$ cat src/rtl/hash_pkg.sv
// Shared types and constants for the byte-hash sequencer and its round counter.
package hash_pkg;

  typedef enum logic [2:0] {
    IDLE,
    CLEAR,
    WAIT_BYTE,
    ROUND,
    FINAL,
    DONE
  } hash_seq_state_e;

  localparam logic [31:0] HASH_IV              = 32'h3FA1EF23;
  localparam int          ROUND_IDX_W          = 3;
  localparam int          DEFAULT_ROUNDS       = 8;
  localparam int          DEFAULT_FINAL_ROUNDS = 8;

  // Terminal round index for a round count in 1..8.
  function automatic logic [ROUND_IDX_W-1:0] lastRoundIdx(input int rounds);
    return ROUND_IDX_W'(rounds - 1);
  endfunction

endpackage

$ cat src/rtl/hash_sequencer_if.sv
// Byte-stream handshake plus the control/status wires to the hash datapath.
interface hash_sequencer_if;
  import hash_pkg::*;

  logic                   in_valid;
  logic [7:0]             in_data;
  logic                   in_last;
  logic                   in_ready;
  logic [7:0]             dp_B;
  logic                   dp_start;
  logic                   dp_validate_input;
  logic                   dp_switch_operation;
  logic                   dp_validate_R_h;
  logic [ROUND_IDX_W-1:0] dp_R_i;
  logic                   dp_case_R_c_zero;

  // The sequencer side: consumes the byte stream, drives the datapath.
  modport slave (
    input  in_valid, in_data, in_last, dp_case_R_c_zero,
    output in_ready, dp_B, dp_start, dp_validate_input,
           dp_switch_operation, dp_validate_R_h, dp_R_i
  );

  // The environment side: message source plus datapath.
  modport master (
    output in_valid, in_data, in_last, dp_case_R_c_zero,
    input  in_ready, dp_B, dp_start, dp_validate_input,
           dp_switch_operation, dp_validate_R_h, dp_R_i
  );

endinterface

$ cat src/rtl/hash_round_counter.sv
// Round index counter with clear/enable; terminal count depends on message vs finalisation phase.
module hash_round_counter
  import hash_pkg::*;
#(
  parameter int ROUNDS       = DEFAULT_ROUNDS,
  parameter int FINAL_ROUNDS = DEFAULT_FINAL_ROUNDS
) (
  input  logic                   clock,
  input  logic                   rstn,
  input  logic                   clear_i,
  input  logic                   enable_i,
  input  logic                   finalPhase_i,
  output logic [ROUND_IDX_W-1:0] count_o,
  output logic                   terminal_o
);

  localparam logic [ROUND_IDX_W-1:0] ROUND_LAST = lastRoundIdx(ROUNDS);
  localparam logic [ROUND_IDX_W-1:0] FINAL_LAST = lastRoundIdx(FINAL_ROUNDS);

  logic [ROUND_IDX_W-1:0] count_q;

  // Clear wins over enable so the FSM can restart the count on the terminal cycle.
  always_ff @(posedge clock or negedge rstn) begin
    if (!rstn) begin
      count_q <= '0;
    end else if (clear_i) begin
      count_q <= '0;
    end else if (enable_i) begin
      count_q <= count_q + ROUND_IDX_W'(1);
    end
  end

  assign count_o    = count_q;
  assign terminal_o = (count_q == (finalPhase_i ? FINAL_LAST : ROUND_LAST));

endmodule

$ cat src/rtl/hash_sequencer.sv
// Control FSM for the 32-bit byte-hash datapath: byte intake, mixing rounds, length finalisation.
// Optional HASH_SEQ_PERF_EN adds perf_bytes/perf_cycles message counters.
module hash_sequencer
  import hash_pkg::*;
#(
  parameter int ROUNDS       = DEFAULT_ROUNDS,
  parameter int FINAL_ROUNDS = DEFAULT_FINAL_ROUNDS
) (
  input  logic             clock,
  input  logic             rstn,
  input  logic             start,
  hash_sequencer_if.slave  bus,
  output logic             busy,
  output logic             done,
  output logic             err_len
`ifdef HASH_SEQ_PERF_EN
  ,
  output logic [31:0]      perf_bytes,
  output logic [31:0]      perf_cycles
`endif
);

  hash_seq_state_e        state_q, state_d;
  logic                   lastByte_q, lastByte_d;
  logic                   errLen_q, errLen_d;
  logic                   roundClear, roundEnable, roundTerminal;
  logic [ROUND_IDX_W-1:0] roundCount;

  hash_round_counter #(
    .ROUNDS       (ROUNDS),
    .FINAL_ROUNDS (FINAL_ROUNDS)
  ) u_round_counter (
    .clock        (clock),
    .rstn         (rstn),
    .clear_i      (roundClear),
    .enable_i     (roundEnable),
    .finalPhase_i (state_q == FINAL),
    .count_o      (roundCount),
    .terminal_o   (roundTerminal)
  );

  always_ff @(posedge clock or negedge rstn) begin
    if (!rstn) begin
      state_q    <= IDLE;
      lastByte_q <= 1'b0;
      errLen_q   <= 1'b0;
    end else begin
      state_q    <= state_d;
      lastByte_q <= lastByte_d;
      errLen_q   <= errLen_d;
    end
  end

  always_comb begin
    state_d                 = state_q;
    lastByte_d              = lastByte_q;
    errLen_d                = errLen_q;
    roundClear              = 1'b0;
    roundEnable             = 1'b0;
    bus.in_ready            = 1'b0;
    bus.dp_B                = 8'h00;
    bus.dp_start            = 1'b0;
    bus.dp_validate_input   = 1'b0;
    bus.dp_switch_operation = 1'b0;
    bus.dp_validate_R_h     = 1'b0;
    bus.dp_R_i              = '0;
    done                    = 1'b0;
    busy                    = (state_q != IDLE);

    case (state_q)
      IDLE: begin
        if (start) begin
          state_d = CLEAR;
        end
      end
      CLEAR: begin
        bus.dp_start = 1'b1;
        errLen_d     = 1'b0;
        roundClear   = 1'b1;
        state_d      = WAIT_BYTE;
      end
      WAIT_BYTE: begin
        bus.in_ready = 1'b1;
        if (bus.in_valid) begin
          roundClear = 1'b1;
          // A saturated length counter cannot absorb another byte: drop it and finalise.
          if (bus.dp_case_R_c_zero) begin
            bus.dp_B              = bus.in_data;
            bus.dp_validate_input = 1'b1;
            lastByte_d            = bus.in_last;
            state_d               = ROUND;
          end else begin
            errLen_d = 1'b1;
            state_d  = FINAL;
          end
        end
      end
      ROUND: begin
        bus.dp_validate_R_h = 1'b1;
        bus.dp_R_i          = roundCount;
        roundEnable         = 1'b1;
        if (roundTerminal) begin
          roundClear = 1'b1;
          state_d    = lastByte_q ? FINAL : WAIT_BYTE;
        end
      end
      FINAL: begin
        bus.dp_validate_R_h     = 1'b1;
        bus.dp_switch_operation = 1'b1;
        bus.dp_R_i              = roundCount;
        roundEnable             = 1'b1;
        if (roundTerminal) begin
          roundClear = 1'b1;
          state_d    = DONE;
        end
      end
      DONE: begin
        done    = 1'b1;
        state_d = IDLE;
      end
      default: begin
        state_d = IDLE;
      end
    endcase
  end

  assign err_len = errLen_q;

`ifdef HASH_SEQ_PERF_EN
  logic [31:0] perfBytes_q, perfCycles_q;

  // perf_cycles starts at 1 so the CLEAR cycle itself is included in the count.
  always_ff @(posedge clock or negedge rstn) begin
    if (!rstn) begin
      perfBytes_q  <= '0;
      perfCycles_q <= '0;
    end else if (state_q == CLEAR) begin
      perfBytes_q  <= '0;
      perfCycles_q <= 32'd1;
    end else begin
      if (bus.dp_validate_input && (perfBytes_q != '1)) begin
        perfBytes_q <= perfBytes_q + 32'd1;
      end
      if ((state_q != IDLE) && (perfCycles_q != '1)) begin
        perfCycles_q <= perfCycles_q + 32'd1;
      end
    end
  end

  assign perf_bytes  = perfBytes_q;
  assign perf_cycles = perfCycles_q;
`endif

endmodule

$ cat src/flat_wrapper.sv
// flat-port wrapper written by rule: the top's interface ports become plain ports
module hash_sequencer_flat import hash_pkg::*;
#(
  parameter int ROUNDS       = DEFAULT_ROUNDS,
  parameter int FINAL_ROUNDS = DEFAULT_FINAL_ROUNDS
)
  (clock, rstn, start, busy, done, err_len, bus_in_valid, bus_in_data, bus_in_last, bus_dp_case_R_c_zero, bus_in_ready, bus_dp_B, bus_dp_start, bus_dp_validate_input, bus_dp_switch_operation, bus_dp_validate_R_h, bus_dp_R_i);
  hash_sequencer_if bus_i ();
  input  logic clock;
  input  logic rstn;
  input  logic start;
  output logic busy;
  output logic done;
  output logic err_len;
  input wire logic [$bits(bus_i.in_valid)-1:0] bus_in_valid;
  input wire logic [$bits(bus_i.in_data)-1:0] bus_in_data;
  input wire logic [$bits(bus_i.in_last)-1:0] bus_in_last;
  input wire logic [$bits(bus_i.dp_case_R_c_zero)-1:0] bus_dp_case_R_c_zero;
  output wire logic [$bits(bus_i.in_ready)-1:0] bus_in_ready;
  output wire logic [$bits(bus_i.dp_B)-1:0] bus_dp_B;
  output wire logic [$bits(bus_i.dp_start)-1:0] bus_dp_start;
  output wire logic [$bits(bus_i.dp_validate_input)-1:0] bus_dp_validate_input;
  output wire logic [$bits(bus_i.dp_switch_operation)-1:0] bus_dp_switch_operation;
  output wire logic [$bits(bus_i.dp_validate_R_h)-1:0] bus_dp_validate_R_h;
  output wire logic [$bits(bus_i.dp_R_i)-1:0] bus_dp_R_i;
  assign bus_i.in_valid = bus_in_valid;
  assign bus_i.in_data = bus_in_data;
  assign bus_i.in_last = bus_in_last;
  assign bus_i.dp_case_R_c_zero = bus_dp_case_R_c_zero;
  assign bus_in_ready = bus_i.in_ready;
  assign bus_dp_B = bus_i.dp_B;
  assign bus_dp_start = bus_i.dp_start;
  assign bus_dp_validate_input = bus_i.dp_validate_input;
  assign bus_dp_switch_operation = bus_i.dp_switch_operation;
  assign bus_dp_validate_R_h = bus_i.dp_validate_R_h;
  assign bus_dp_R_i = bus_i.dp_R_i;
  hash_sequencer #(.ROUNDS(ROUNDS), .FINAL_ROUNDS(FINAL_ROUNDS)) u_core (.clock(clock), .rstn(rstn), .start(start), .bus(bus_i), .busy(busy), .done(done), .err_len(err_len));
endmodule
$ cat config.mk
export PLATFORM = sky130hd
export DESIGN_NAME = hash_sequencer_flat
export DESIGN_NICKNAME = d
export VERILOG_FILES = /design/src/rtl/hash_pkg.sv /design/src/rtl/hash_sequencer_if.sv /design/src/rtl/hash_round_counter.sv /design/src/rtl/hash_sequencer.sv /design/src/flat_wrapper.sv
export SDC_FILE = /design/constraint.sdc
export NUM_CORES = 1
export LEC_CHECK = 0
export ABC_AREA = 1
export CORE_MARGIN = 2
export CORE_UTILIZATION = 35
export DETAILED_ROUTE_END_ITERATION = 12
export PLACE_DENSITY = 0.73
export SETUP_SLACK_MARGIN = 0.1
export SKIP_CTS_REPAIR_TIMING = 1
export SLEW_MARGIN = 20
export SYNTH_ARGS = -nofsm -noshare
export SYNTH_HDL_FRONTEND = slang
export SYNTH_HIERARCHICAL = 1
export SYNTH_SLANG_ARGS = --single-unit
$ cat constraint.sdc
create_clock -name clock -period 2.46 [get_ports clock]
set_input_delay 0.492 -clock clock [delete_from_list [all_inputs] [get_ports clock]]
set_output_delay 0.492 -clock clock [all_outputs]
set_load 0.02 [all_outputs]
== Word level (Yosys, flattened, before mapping) ==
Cells that the tools add are included.
Operators by class
  add/subtract/negate cells: 1
  equal/unequal tests: 11
  mux-type cells: 27
  reduce and logical (&&, ||, !) cells: 8
Operator list (number)
  2-to-1 mux 3 bit: 9
  2-to-1 mux 8 bit: 3
  one-hot mux 3 bit (5 select lines): 1
  2-to-1 mux 1 bit: 12
  == test 3 bit, second input constant: 3
  == test 3 x 2 -> 1 bit, second input constant: 2
  != test 2 bit, second input constant: 3
  AND reduction 3 bit: 2
  != test 2 x 1 -> 1 bit, second input constant: 2
  AND reduction 4 bit: 1
  nonzero test 2 bit: 2
  adder 3 x 1 -> 3 bit, second input constant: 1
  == test 3 x 1 -> 1 bit, second input constant: 1
  zero test 3 bit: 1
  one-hot mux 1 bit (3 select lines): 1
  nonzero test 3 bit: 1
  one-hot mux 1 bit (2 select lines): 1
  OR reduction 2 bit: 1
Word-level totals
  bits in registers: 8
  input port bits: 14
  output and inout port bits: 19
  logic and storage cells: 51

== Longest topological paths before layout ==
  depth in word-level cells: 5
  gate-level depth with buffers: 8

== Cells and area by module ==
Netlist, hierarchy kept.
Modules (own cells, without submodules)
  hash_sequencer: times used 1, cells an instance 81, area an instance 473.0 um^2, sequential area each 125.1 um^2
  hash_round_counter: times used 1, cells an instance 17, area an instance 151.4 um^2, sequential area each 75.1 um^2

== Least setup slack after synthesis ==
OpenSTA, ideal clock, no wires.
  path type: reg2out
  from: reg u_core.state_q[2]
  to: out bus_dp_B[0]
  arrival: 1348 ps
  data required time: 1968 ps
  path slack: 620 ps
  stages on the path, launching flop included: 4
  path buffers: 0
  path through: dfrtp_1 > nor3_4 > nand3_4 > nor2_1
On the way
  word-level cells in the longest chain between the ends: 2
RTL lines
  from (decl): RTL line hash_sequencer.sv:23  | hash_seq_state_e state_q, state_d;
  from (signal assigned): RTL line hash_sequencer.sv:48  | state_q <= state_d;
  == test 3 x 2 -> 1 bit: RTL line hash_sequencer.sv:70  | case (state_q)
  2-to-1 mux 8 bit: RTL line hash_sequencer.sv:70
  to (decl): RTL line flat_wrapper.sv:20  | output wire logic [$bits(bus_i.dp_B)-1:0] bus_dp_B;
Every way passes these cells.

== Worst setup path after layout ==
  from: reg u_core.state_q[0]
  to: out bus_in_ready
On the way
  word-level cells in the longest chain between the ends: 2
RTL lines
  == test 3 x 2 -> 1 bit: RTL line hash_sequencer.sv:70
  2-to-1 mux 1 bit: RTL line hash_sequencer.sv:70
  to (decl): RTL line flat_wrapper.sv:19  | output wire logic [$bits(bus_i.in_ready)-1:0] bus_in_ready;
Every way passes these cells.

==> flow_summary.toml <==
[detailed_routing]
wire_per_inst_um = 10.2
drc = 0
num_vias = 699
drt-initial-drc-count = 20
dr.pass1.iters = 4
wl_mm = 1.63
viasPerCell = 4.40
final_antenna_net_count = 0

[power]
p_leak_nw = 0.763
powerDensity_mw_per_mm2 = 910
ir_worst_vdd_uv = 616
finalPower_mw = 0.950

[yosys]
syn_inst = 98
ys_types = 18
ys_top_cells_by_area = "dfrtp_1 32%, nand2_1 16%, inv_1 14%, nor2_1 9.6%, nand3_1 7.2%"
ys_ff_latch = 8
syn_area_per_cell_um2 = 6.37
netlist.area_leader.share = 0.321
synth_area_leader_cell = "dfrtp_1"
seq_area_frac_synth = 0.321
synth_fp_nets = 114
yosys_warnings = 6
netlist_area_um2 = 624

[worst_setup_path]
cp-end-kind = "output pin"
path_cells = "nor3_4, buf_4, clkdlybuf4s50_1"
crit_slowest_cell = "clkdlybuf4s50_1"
worstPathArrival_ns = 1.74
max_stage_delay_ns = 0.59
cp-start-kind = "register"
critPathTopFamily = "buffers and inverters"
crit_required_ns = 1.97
path_buf_inv = 2
criticalPathCategory = "reg -> out"
critical_path.max_fanout = 5

[final_layout]
final_util = 0.611
drive_above_1_share = 0.104
fin_cells = 159
nets = 152
diodes = 0
area_growth_pct = 67.1

[die]
boundaryPins = 33
dieArea_mm2 = 0.00214
rows = 15
core_mm2 = 0.00171
start_util = 0.366
die_w_um = 46.2
die_h_um = 46.2

[global_routing]
antenna_found_initial = 0
track_usage = 0.165
grt_first_pass_wirelength_mm = 2.55
grt_pass1_vias = 645
grt-ovfl-total = 0
grt_max_degree = 10

[sta]
worst_pin_slew_ns = 0.353
fin_crit_sh = 0.909
fmax_ghz = 0.447
final.min_clock_period_ns = 2.24
clock_skew_ns = 0.00394
tns_ns = 0
grt_setup_unrepaired = "no"
hold_viol = 0
setup_viol = 0
slew_violations = 0
relSlewSlack = 0.764

[place]
dp_hpwl_mm = 1.27
port_buffers = 32
numPlacedInstances = 155
place_congestion = 0.836

[clocking]
clock_path_buffers = 2
clockRootBuffer = "clkbuf_4"
cts_htree_levels = 1
cts_buffers = 3
cts_tree = "done"
clk_pin_slew_ns = 0.05
cts_sinks = 8
insertion_delay_ns = 0.25

[worst_hold_path]
hp-class = "reg -> reg"

[job]
maxCapViolCount = 0

[run_status]
outcome = "completed"
==> metrics by stage <==
step	hold WS [ns]	instance area [um^2]	worst slack (ns)
global route	0.540	1040	0.150
floorplan	0.196	624	0.620
finish	0.505	1040	0.225
detailed placement	0.492	976	0.0283
global placement	0.494	976	0.0433
CTS	0.509	998	-0.0348
==> state kept, by name, summed over array words and instances (netlist names) <==
signal and cells:
u_core/lastByte_q 1, u_core/u_round_counter/count_o 3, u_core/err_len 1, u_core/state_q 3
==> kinds of logic (layout without fill, tap and decap cells) <==
| logic type | after synthesis | after routing | synth area share |
|---|---|---|---|
| AND/OR/NAND/NOR | 58 | 58 | 0.435 |
| buffers and inverters | 25 | 61 | 0.158 |
| flip-flops | 8 | 8 | 0.321 |
| AO/OA/AOI/OAI | 5 | 5 | 0.0461 |
| adder cells (fa/ha/maj) | 2 | 2 | 0.0401 |
==> Yosys cell counts <==
cell and number:
inv_2 1, dfrtp_1 8, nand2_2 1, a21oi_1 1
o21ai_2 1, nor2_1 16, nand3_1 9, nor3_4 1
nor3_1 1, nor2_2 1, o21ai_0 3, clkinv_4 1
nand3_4 1, nand2_1 26, inv_1 23, nor3_2 1
nand3b_1 1, ha_1 2
==> cell type report <==
type	instances	area, um^2
flip-flops and latches	8	203
clock buffers	3	22.5
multi-input cells	65	325
repair buffers	33	363
well taps	25	31.3
inverters	25	98.8
fillers	169	664
==> path summary, 6_finish.rpt <==
path	slack [ns]	to	start	depth (start not counted)
worst min register to register	0.50	u_core/err_len	u_core/err_len	2
worst max register to register	0.93	u_core/u_round_counter/count_o[0]	u_core/state_q[2]	7
worst max-delay path	0.22	bus_in_ready	u_core/state_q[0]	3
worst min-delay path	0.50	u_core/err_len	u_core/err_len	2
max in group asynchronous	1.66	u_core/state_q[2]	rstn	1
min in group asynchronous	0.51	u_core/u_round_counter/count_o[1]	rstn	1
==> layer usage <==
| metal | wire length [um] | GRT usage | up-vias | share of wire |
|---|---|---|---|---|
| li1 | - | - | 370 | - |
| met1 | 728 | 0.205 | 312 | 0.45 |
| met2 | 824 | 0.275 | 14 | 0.51 |
| met3 | 52 | 0.0235 | 3 | 0.032 |
| met4 | 21 | 0.0857 | 0 | 0.013 |
| met5 | 0 | 0 | - | 0 |
==> worst min-delay path, stage by stage, from the launching register on <==
cell     delay, ns
dfrtp_1       0.34
nand2_1       0.05
o21ai_0       0.07
==> cell usage in the layout, fill, tap and decap left out, drive strengths merged, types with 3 or more instances in the layout <==
cell,synthesis,final
dfrtp,8,8
clkbuf,0,3
nor3,3,3
dlymetal6s2s,0,14
inv,24,24
nor2,17,17
clkdlybuf4s50,0,18
nand3,10,10
nand2,27,27
o21ai,4,4
==> power breakdown <==
part / total (mW) / switching, mW / internal, mW / leakage, nW
Clock: 0.0977 / 0.0421 / 0.0556 / 0.0138
Sequential: 0.250 / 0.0637 / 0.186 / 0.101
Combinational: 0.602 / 0.356 / 0.246 / 0.648
Total: 0.950 / 0.462 / 0.488 / 0.763
Power figures use the tool's default switching activity.
